===== src/rtl/song_pkg.sv =====
// song_pkg: shared song geometry, scoring constants, FSM encoding and saturating helpers
// for the note scroller.
package song_pkg;
    localparam int SONG_LEN       = 100;
    localparam int PTS_HIT        = 10;
    localparam int PTS_BONUS      = 5;
    localparam int COMBO_BONUS_TH = 10;
    localparam int LANE_RED       = 0;
    localparam int LANE_BLUE      = 1;
    localparam int LANE_YELLOW    = 2;
    localparam int NUM_LANES      = 3;

    typedef enum logic [1:0] {IDLE, LOAD, PLAY, DONE} state_e;

    function automatic logic [7:0] sat_add8(input logic [7:0] v, input logic [1:0] n);
        logic [8:0] s;
        s = {1'b0, v} + {7'b0, n};
        return s[8] ? 8'hFF : s[7:0];
    endfunction

    function automatic logic [15:0] sat_add16(input logic [15:0] v, input logic [4:0] n);
        logic [16:0] s;
        s = {1'b0, v} + {12'b0, n};
        return s[16] ? 16'hFFFF : s[15:0];
    endfunction
endpackage


===== src/rtl/note_scroller_beat_timer.sv =====
// beat_timer: free-running divider that pulses tick on its terminal count; clear holds it
// at zero so the first tick lands CLK_DIV cycles after clear drops.
module beat_timer #(
    parameter int CLK_DIV = 12500000
) (
    input  logic clock,
    input  logic resetn,
    input  logic clear,
    output logic tick
);
    localparam int W = $clog2(CLK_DIV);

    logic [W-1:0] cnt_q, cnt_d;

    always_comb begin
        tick  = !clear && cnt_q == W'(CLK_DIV - 1);
        cnt_d = (clear || tick) ? '0 : cnt_q + 1'b1;
    end

    always_ff @(posedge clock or negedge resetn)
        if (!resetn) cnt_q <= '0;
        else         cnt_q <= cnt_d;
endmodule


===== src/rtl/note_scroller.sv =====
// note_scroller: latches three lane patterns, scrolls them one column per beat past the hit
// column, judges key presses and keeps score, combo and hit/miss counts.
module note_scroller
    import song_pkg::*;
#(
    parameter int CLK_DIV = 12500000,
    parameter int WINDOW  = 8
) (
    input  logic                clock,
    input  logic                resetn,
    input  logic                start,
    input  logic [SONG_LEN-1:0] song_red,
    input  logic [SONG_LEN-1:0] song_blue,
    input  logic [SONG_LEN-1:0] song_yellow,
    input  logic [7:0]          total_notes,
    input  logic                key_red,
    input  logic                key_blue,
    input  logic                key_yellow,
    output logic [WINDOW-1:0]   win_red,
    output logic [WINDOW-1:0]   win_blue,
    output logic [WINDOW-1:0]   win_yellow,
    output logic                beat_tick,
    output logic [15:0]         score,
    output logic [7:0]          combo,
    output logic [7:0]          notes_hit,
    output logic [7:0]          notes_missed,
    output logic                playing,
    output logic                done,
    output logic                full_combo
);
    localparam logic [4:0] PTS_NORM = 5'(PTS_HIT);
    localparam logic [4:0] PTS_FULL = 5'(PTS_HIT + PTS_BONUS);

    state_e                              state_q, state_d;
    logic [NUM_LANES-1:0][SONG_LEN-1:0]  lane_q, lane_d;
    logic [NUM_LANES-1:0]                key, key_prev_q, key_rise;
    logic                                start_prev_q, start_rise;
    logic [6:0]                          beat_q, beat_d;
    logic [7:0]                          total_q, total_d;
    logic [15:0]                         score_q, score_d;
    logic [7:0]                          combo_q, combo_d, hit_q, hit_d, miss_q, miss_d;
    logic [1:0]                          n_miss;
    logic                                tick;

    beat_timer #(.CLK_DIV(CLK_DIV)) u_timer (
        .clock (clock),
        .resetn(resetn),
        .clear (state_q != PLAY),
        .tick  (tick)
    );

    assign key        = {key_yellow, key_blue, key_red};
    assign key_rise   = key & ~key_prev_q;
    assign start_rise = start && !start_prev_q;

    always_comb begin
        state_d = state_q;
        lane_d  = lane_q;
        beat_d  = beat_q;
        total_d = total_q;
        score_d = score_q;
        combo_d = combo_q;
        hit_d   = hit_q;
        miss_d  = miss_q;
        n_miss  = 2'd0;
        case (state_q)
            IDLE: state_d = start_rise ? LOAD : IDLE;
            LOAD: begin
                lane_d  = {song_yellow, song_blue, song_red};
                total_d = total_notes;
                beat_d  = '0;
                score_d = '0;
                combo_d = '0;
                hit_d   = '0;
                miss_d  = '0;
                state_d = PLAY;
            end
            PLAY: begin
                // Lanes are judged in index order so the combo bonus sees earlier same-cycle hits.
                for (int l = 0; l < NUM_LANES; l++)
                    if (key_rise[l]) begin
                        if (lane_d[l][0]) begin
                            lane_d[l][0] = 1'b0;
                            hit_d   = sat_add8(hit_d, 2'd1);
                            score_d = sat_add16(score_d, combo_d >= 8'(COMBO_BONUS_TH) ? PTS_FULL : PTS_NORM);
                            combo_d = sat_add8(combo_d, 2'd1);
                        end else begin
                            combo_d = '0;
                        end
                    end
                if (tick) begin
                    n_miss  = {1'b0, lane_d[0][0]} + {1'b0, lane_d[1][0]} + {1'b0, lane_d[2][0]};
                    miss_d  = sat_add8(miss_d, n_miss);
                    combo_d = n_miss != 2'd0 ? 8'd0 : combo_d;
                    for (int l = 0; l < NUM_LANES; l++)
                        lane_d[l] = {1'b0, lane_d[l][SONG_LEN-1:1]};
                    beat_d  = beat_q + 7'd1;
                    state_d = beat_q == 7'(SONG_LEN - 1) ? DONE : PLAY;
                end
            end
            default: state_d = start_rise ? LOAD : DONE;
        endcase
    end

    always_ff @(posedge clock or negedge resetn)
        if (!resetn) begin
            state_q      <= IDLE;
            lane_q       <= '0;
            key_prev_q   <= '0;
            start_prev_q <= 1'b0;
            beat_q       <= '0;
            total_q      <= '0;
            score_q      <= '0;
            combo_q      <= '0;
            hit_q        <= '0;
            miss_q       <= '0;
        end else begin
            state_q      <= state_d;
            lane_q       <= lane_d;
            key_prev_q   <= key;
            start_prev_q <= start;
            beat_q       <= beat_d;
            total_q      <= total_d;
            score_q      <= score_d;
            combo_q      <= combo_d;
            hit_q        <= hit_d;
            miss_q       <= miss_d;
        end

    assign playing      = state_q == PLAY;
    assign done         = state_q == DONE;
    assign full_combo   = done && hit_q == total_q && miss_q == 8'd0;
    assign beat_tick    = tick;
    assign score        = score_q;
    assign combo        = combo_q;
    assign notes_hit    = hit_q;
    assign notes_missed = miss_q;
    assign win_red      = playing ? lane_q[LANE_RED][WINDOW-1:0]    : '0;
    assign win_blue     = playing ? lane_q[LANE_BLUE][WINDOW-1:0]   : '0;
    assign win_yellow   = playing ? lane_q[LANE_YELLOW][WINDOW-1:0] : '0;
endmodule


===== config.mk =====
export PLATFORM = sky130hd
export DESIGN_NAME = note_scroller
export DESIGN_NICKNAME = d
export VERILOG_FILES = /design/src/rtl/song_pkg.sv /design/src/rtl/note_scroller_beat_timer.sv /design/src/rtl/note_scroller.sv
export SDC_FILE = /design/constraint.sdc
export NUM_CORES = 1
export LEC_CHECK = 0
export BUFFER_PORTS_ARGS = -buffer_cell sky130_fd_sc_hd__buf_2
export CAP_MARGIN = 10
export CORE_MARGIN = 1
export CORE_UTILIZATION = 40
export DETAILED_ROUTE_END_ITERATION = 8
export MAX_ROUTING_LAYER = met4
export PLACE_DENSITY = 0.68
export SLEW_MARGIN = 20
export SYNTH_ARGS = -nofsm -noshare
export SYNTH_HDL_FRONTEND = slang
export SYNTH_SLANG_ARGS = --single-unit

===== constraint.sdc =====
create_clock -name clock -period 13.75 [get_ports clock]
set_input_delay 1.375 -clock clock [delete_from_list [all_inputs] [get_ports clock]]
set_output_delay 1.375 -clock clock [all_outputs]
set_load 0.005 [all_outputs]

After elaboration in Yosys (flattened, before gate mapping)
Cells that the tools add are included.

storage, ports and cells
  flip-flop bits (word level) = 385
  bits of input ports = 314
  output and inout bits = 68
  logic and storage cells = 118

operators by class
  add/sub/neg operators = 14
  $lt $le $gt $ge = 3
  equal/unequal tests = 8
  multiplexer cells = 63
  bitwise gates (word level) = 2
  reduce and logical (&&, ||, !) cells = 12

operators by type and width
  operator                 number
  $pmux W300 S2            1
  $mux W300                1
  $mux W8                  29
  $mux W16                 11
  $add A8 B1 Y9 const B    6
  $add A16 B4 Y17          3
  $pmux W8 S2              3
  $pmux W16 S2             1
  $add A24 B1 Y24 const B  1
  $eq A24 B24 Y1 const B   1
  $ge A8 B4 Y1 const B     3
  $mux W24                 1
  $pmux W7 S2              1
  $add A8 B2 Y9            1
  $mux W3                  3
  $eq A8 B8 Y1             1
  $logic_not A8 Y1         1
  $mux W1                  8
  $add A7 B1 Y7 const B    1
  $eq A7 B7 Y1 const B     1
  $mux W7                  1
  $pmux W2 S3              1
  $eq A2 B2 Y1 const B     2
  $logic_and A1 B1 Y1      4
  12 further kinds         16

Longest topological paths before layout
  word-level depth = 17
  mapped depth = 33
  gate-level depth less buffers = 33

Modules after synthesis
A second synthesis with hierarchy kept.

unflattened totals
  cells, all modules = 2250
  area total of the unflattened synthesis = 20045.5 um^2

by module, submodules not included
  module         instances  cells each  area each (um^2)  sequential area each (um^2)
  note_scroller  1          2110        18779.3           9033.7
  beat_timer     1          140         1266.2            600.6

Worst setup path before layout
OpenSTA, ideal clock, no wires.

  path kind = input to register
  start point = in key_red
  end point = reg score_q[12], in the netlist score[12]
  arrival = 5.572 ns
  data required time = 13.630 ns
  slack = 8.058 ns
  stages on the path = 27
  buffers on the path = 1
  path through = nand3b_1 clkbuf_1 a21oi_1 a21o_1 ha_1 o31ai_1 nand3_1 ha_1 inv_1 ha_1 inv_1 a21oi_1 nand3_1 o21ai_2 o31ai_4 and2_1 nor3_1 a31oi_1 ha_1 inv_1 ha_1 nor2b_1 o31ai_2 nor2_1 and3_1 mux2_1 a31o_1

between the ends
  word-level cells in the longest chain between the ends = 15
  elaborated cells on any way between the ends = 24
  those cells by class = 3 x add/sub; 2 x order compare; 18 x mux; 1 x bitwise

ends and longest elaborated chain
  what                                           RTL line                                  source
  start, declared                                note_scroller.sv:16                       input logic key_red,
  $and A3 B3 Y3 *                                note_scroller.sv:53                       assign key_rise = key & ~key_prev_q;
  $mux W8                                        note_scroller.sv:81                       if (key_rise[l]) begin
  $mux W8                                        note_scroller.sv:66                       case (state_q)
  $ge A8 B4 Y1 or $add A8 B1 Y9 (tied branches)  note_scroller.sv:85, song_pkg.sv:17
  $mux W3 or $mux W8 (tied branches)             note_scroller.sv:85, song_pkg.sv:18
  $add A16 B4 Y17 or $mux W8 (tied branches)     song_pkg.sv:23, note_scroller.sv:82
  $mux W16 or $mux W8 (tied branches)            song_pkg.sv:24, note_scroller.sv:81
  $mux W16 or $mux W8 (tied branches)            note_scroller.sv:82, note_scroller.sv:66
  $mux W16 or $ge A8 B4 Y1 (tied branches)       note_scroller.sv:81, note_scroller.sv:85
  $mux W16 or $mux W3 (tied branches)            note_scroller.sv:66, note_scroller.sv:85
  $add A16 B4 Y17                                song_pkg.sv:23                            s = {1'b0, v} + {12'b0, n};
  $mux W16                                       song_pkg.sv:24                            return s[16] ? 16'hFFFF : s[15:0];
  $mux W16                                       note_scroller.sv:82                       if (lane_d[l][0]) begin
  $mux W16 *                                     note_scroller.sv:81
  $pmux W16 S2 *                                 note_scroller.sv:66
  end signal, assigned                           note_scroller.sv:124                      score_q <= score_d;
  end, declared                                  note_scroller.sv:40                       logic [15:0] score_q, score_d;

Mark *: on every way between the ends. The rest lies on a longest branch, timed or not. The select of a mux whose other input is x is not followed.
A chain may end at the register's enable or synchronous reset.

Worst setup path after layout
  start point = reg combo_q[1], in the netlist combo[1]
  end point = reg score_q[12], in the netlist score[12]

between the ends
  word-level cells in the longest chain between the ends = 17
  elaborated cells on any way between the ends = 31
  those cells by class = 5 x add/sub; 3 x order compare; 23 x mux

ends and longest elaborated chain
  what                                           RTL line                                  source
  start, declared                                note_scroller.sv:41                       logic [7:0] combo_q, combo_d, hit_q, hit_d, miss_q, miss_d;
  start signal, assigned                         note_scroller.sv:125                      combo_q <= combo_d;
  $ge A8 B4 Y1 or $add A8 B1 Y9 (tied branches)  note_scroller.sv:85, song_pkg.sv:17
  $mux W3 or $mux W8 (tied branches)             note_scroller.sv:85, song_pkg.sv:18
  $add A16 B4 Y17 or $mux W8 (tied branches)     song_pkg.sv:23, note_scroller.sv:82
  $mux W16 or $mux W8 (tied branches)            song_pkg.sv:24, note_scroller.sv:81
  $mux W16 or $mux W8 (tied branches)            note_scroller.sv:82, note_scroller.sv:66
  $mux W16, or another cell as far along         note_scroller.sv:81
  $mux W16, or another cell as far along         note_scroller.sv:66
  $add A16 B4 Y17 or $mux W8 (tied branches)     song_pkg.sv:23, note_scroller.sv:82
  $mux W16 or $mux W8 (tied branches)            song_pkg.sv:24, note_scroller.sv:81
  $mux W16 or $mux W8 (tied branches)            note_scroller.sv:82, note_scroller.sv:66
  $mux W16 or $ge A8 B4 Y1 (tied branches)       note_scroller.sv:81, note_scroller.sv:85
  $mux W16 or $mux W3 (tied branches)            note_scroller.sv:66, note_scroller.sv:85
  $add A16 B4 Y17                                song_pkg.sv:23
  $mux W16                                       song_pkg.sv:24
  $mux W16                                       note_scroller.sv:82
  $mux W16 *                                     note_scroller.sv:81
  $pmux W16 S2 *                                 note_scroller.sv:66

Marks and branches as above.

==> results.json <==
{
  "status": "finished, final reports clean",
  "synthesis.area_mm2": 0.0211,
  "dp_slack_ns": 7.11,
  "hpwl_um": 47200,
  "crit_type": "flop to flop",
  "ir_worst_vdd_uv": 92.8,
  "setup_viol": 0,
  "synth-seq-cells": 385,
  "yosysTopAreaCell": "dfrtp_1",
  "grt_pass1_vias": 19900,
  "wl_per_cell_um": 21.3,
  "grt_pass1_wl_um": 110000,
  "grt_max_degree": 221,
  "rows": 83,
  "async_flop_share": 1.00,
  "post_cts_buffers": 0,
  "antenna_found_initial": 42,
  "core_area_mm2": 0.0517,
  "hold_ws_ns": 0.477,
  "synth.most_common_cell": "o22ai_1",
  "worst_pin_slew_ns": 1.13,
  "startpoint_type": "flop",
  "r2r_cells": 31,
  "drt_iter0_drc": 1724,
  "routed_via_density": 6.28,
  "initial_utilization": 0.408,
  "cpMostUsedCell": "ha_1",
  "cts_sinks": 385,
  "fin_area_mm2": 0.0250,
  "clk_pin_slew_worst_paths_ns": 0.06,
  "syn2layout_area_growth_pct": 18.7,
  "root_buffer": "clkbuf_16",
  "vias": 21000,
  "drt-pass1-iter-count": 5,
  "min_to": "lane_q[199]",
  "dpl_cell_area_mm2": 0.0233,
  "end_kind": "flop",
  "timing.rr.end": "score[12]",
  "ys_seq_area_frac": 0.457,
  "synth_warnings": 0,
  "critPathTopFamily": "simple AND/OR/NAND/NOR gates",
  "seq_area_mm2": 0.00963,
  "r2r_setup_slack_ns": 7.20,
  "clock_path_buffers": 3,
  "drc": 0,
  "regToRegStartpoint": "combo[1]",
  "cts_buffers": 46,
  "whs_path_depth": 2,
  "crit_buf_inv": 4,
  "tritoncts": "built",
  "grt_use_total": 0.263,
  "drt_wl_total_um": 71200,
  "synth-edff-count": 0,
  "ys_types": 97,
  "fill_cells": 4899,
  "fin_util": 0.484,
  "cp.required_ns": 14.22,
  "min_period_ns": 6.55,
  "syn_avg_cell_area_um2": 9.01,
  "postRouteAntennaNets": 0,
  "syn-num-nets": 2681,
  "cp.arrival_ns": 7.01,
  "slew_headroom": 0.247,
  "min_from": "lane_q[199]",
  "die_w_um": 232,
  "finalClockSkew_ns": 0.0213,
  "hp-class": "flop to flop",
  "synthFlopType": "dfrtp_1",
  "ios": 382,
  "netlist_instances": 2339,
  "cts_resized": 0,
  "leakagePower_nw": 11.4,
  "drive_gt1_frac": 0.203,
  "cp_max_fo": 9,
  "cap_violations": 0,
  "grt_overflow_total": 0,
  "final_max_slew_viol_count": 0,
  "gp_congestion": 0.916,
  "max_stage_delay_ns": 0.55,
  "power_density_mw_per_mm2": 117,
  "slowest_stage": "dfrtp_1",
  "multi_input_area_mm2": 0.0105,
  "synth_commonest_cells": "597 x o22ai_1, 385 x dfrtp_1, 359 x a21oi_1",
  "netlist.area_leader.share": 0.457,
  "rsz0062_at_grt": "no",
  "nets": 2922,
  "setup_slack_ns": 7.20,
  "io_buffers": 381,
  "fmax_ghz": 0.153,
  "clk_latency_ns": 0.58,
  "die-area_mm2": 0.0536,
  "hold_viol_final": 0,
  "die_h_um": 232,
  "fin_crit_sh": 0.476,
  "htreeDepth": 2,
  "synth.area.top_cells": "dfrtp_1 46%, o22ai_1 18%, a21oi_1 8.5%, clkbuf_1 3.4%, nor2_1 2.0%",
  "setup_tns_ns": 0,
  "hold_buffers": 0
}
## power by group
| part | internal, mW | switching [mW] | total [mW] | leakage, nW |
|---|---|---|---|---|
| sequential | 1.15 | 0.0619 | 1.22 | 5.26 |
| clock | 0.803 | 0.503 | 1.31 | 0.805 |
| combinational | 0.166 | 0.250 | 0.416 | 5.37 |
## how the worst max path moves through the flow
stage / depth (start not counted) / slack, ns / startpoint / end
finish: 31 / 7.20 / combo[1] / score[12]
global route: 31 / 6.67 / combo[0] / score[7]
detailed placement: 25 / 7.11 / key_red / score[12]
floorplan: 27 / 8.06 / key_red / score[12]
CTS: 31 / 7.32 / combo[1] / score[12]
global placement: 25 / 7.23 / key_red / score[12]
## cells by family after synthesis
logic type / count (synthesis) / share of synthesized area
buffers and inverters: 248 / 0.0452
xor gates and xnor gates: 55 / 0.0229
DFF: 385 / 0.457
muxes: 27 / 0.0139
and+or+nand+nor: 432 / 0.108
AOI/OAI and AO/OA: 1164 / 0.335
adders and majority gates: 28 / 0.0173
## worst register-to-register path: cells and delay by family (launching register included)
family / cells / cell delay (ns)
fa+ha+maj: 7 / 1.58
flops: 1 / 0.55
mux: 1 / 0.32
compound gates: 7 / 1.42
buf+inv: 4 / 0.22
simple gates: 12 / 2.37
## sequential cells by signal (all words and copies together), names as in the netlist
name and cells:
lane_q 300, combo 8, u_timer.cnt_q 24, total_q 8, key_prev_q 3, score 16, start_prev_q 1, beat_q 7
state_q 2, notes_hit 8, notes_missed 8
## through the flow
stage,power [mW],cells
after detailed placement,1.64,3212
final,2.94,3342
after global routing,3.05,3336
after global placement,1.64,3212
after floorplan,1.46,2339
after CTS,2.95,3294
## layout by cell type, fill, tap and decap left out, types with 10 or more instances in the layout
cell type / instances
a21oi_1: 359
a31oi_1: 14
and2_1: 38
and3_1: 16
buf_2: 380
buf_4: 14
clkbuf_16: 47
clkbuf_8: 12
dfrtp_1: 385
diode_2: 48
ha_1: 24
inv_1: 41
mux2_2: 10
mux2i_1: 14
nand2_1: 89
nand3_1: 37
nand4_1: 17
nor2_1: 111
nor2b_1: 17
nor3_1: 24
nor4_1: 10
o211ai_1: 11
o21ai_0: 67
o22ai_1: 597
o31ai_1: 12
xnor2_1: 25
xor2_1: 30
## layer usage
layer / GRT usage / up-vias / wire, um / share of wire
met5: - / - / 0 / 0
met4: 0.0829 / 0 / 1860 / 0.026
met3: 0.0712 / 118 / 5890 / 0.083
met2: 0.398 / 779 / 33300 / 0.47
met1: 0.342 / 10400 / 30100 / 0.42
li1: - / 9681 / - / -
## layout make-up
cell class / instances / share of cell area
clock inverters: 19 / 0.0109
repair buffers: 400 / 0.0838
diodes: 48 / 0.00480
inverters: 41 / 0.00615
well taps: 680 / 0.0340
multi-input cells: 1706 / 0.421
flip-flops and latches: 385 / 0.385
clock buffers: 63 / 0.0542
Power figures use the tool's default switching activity.
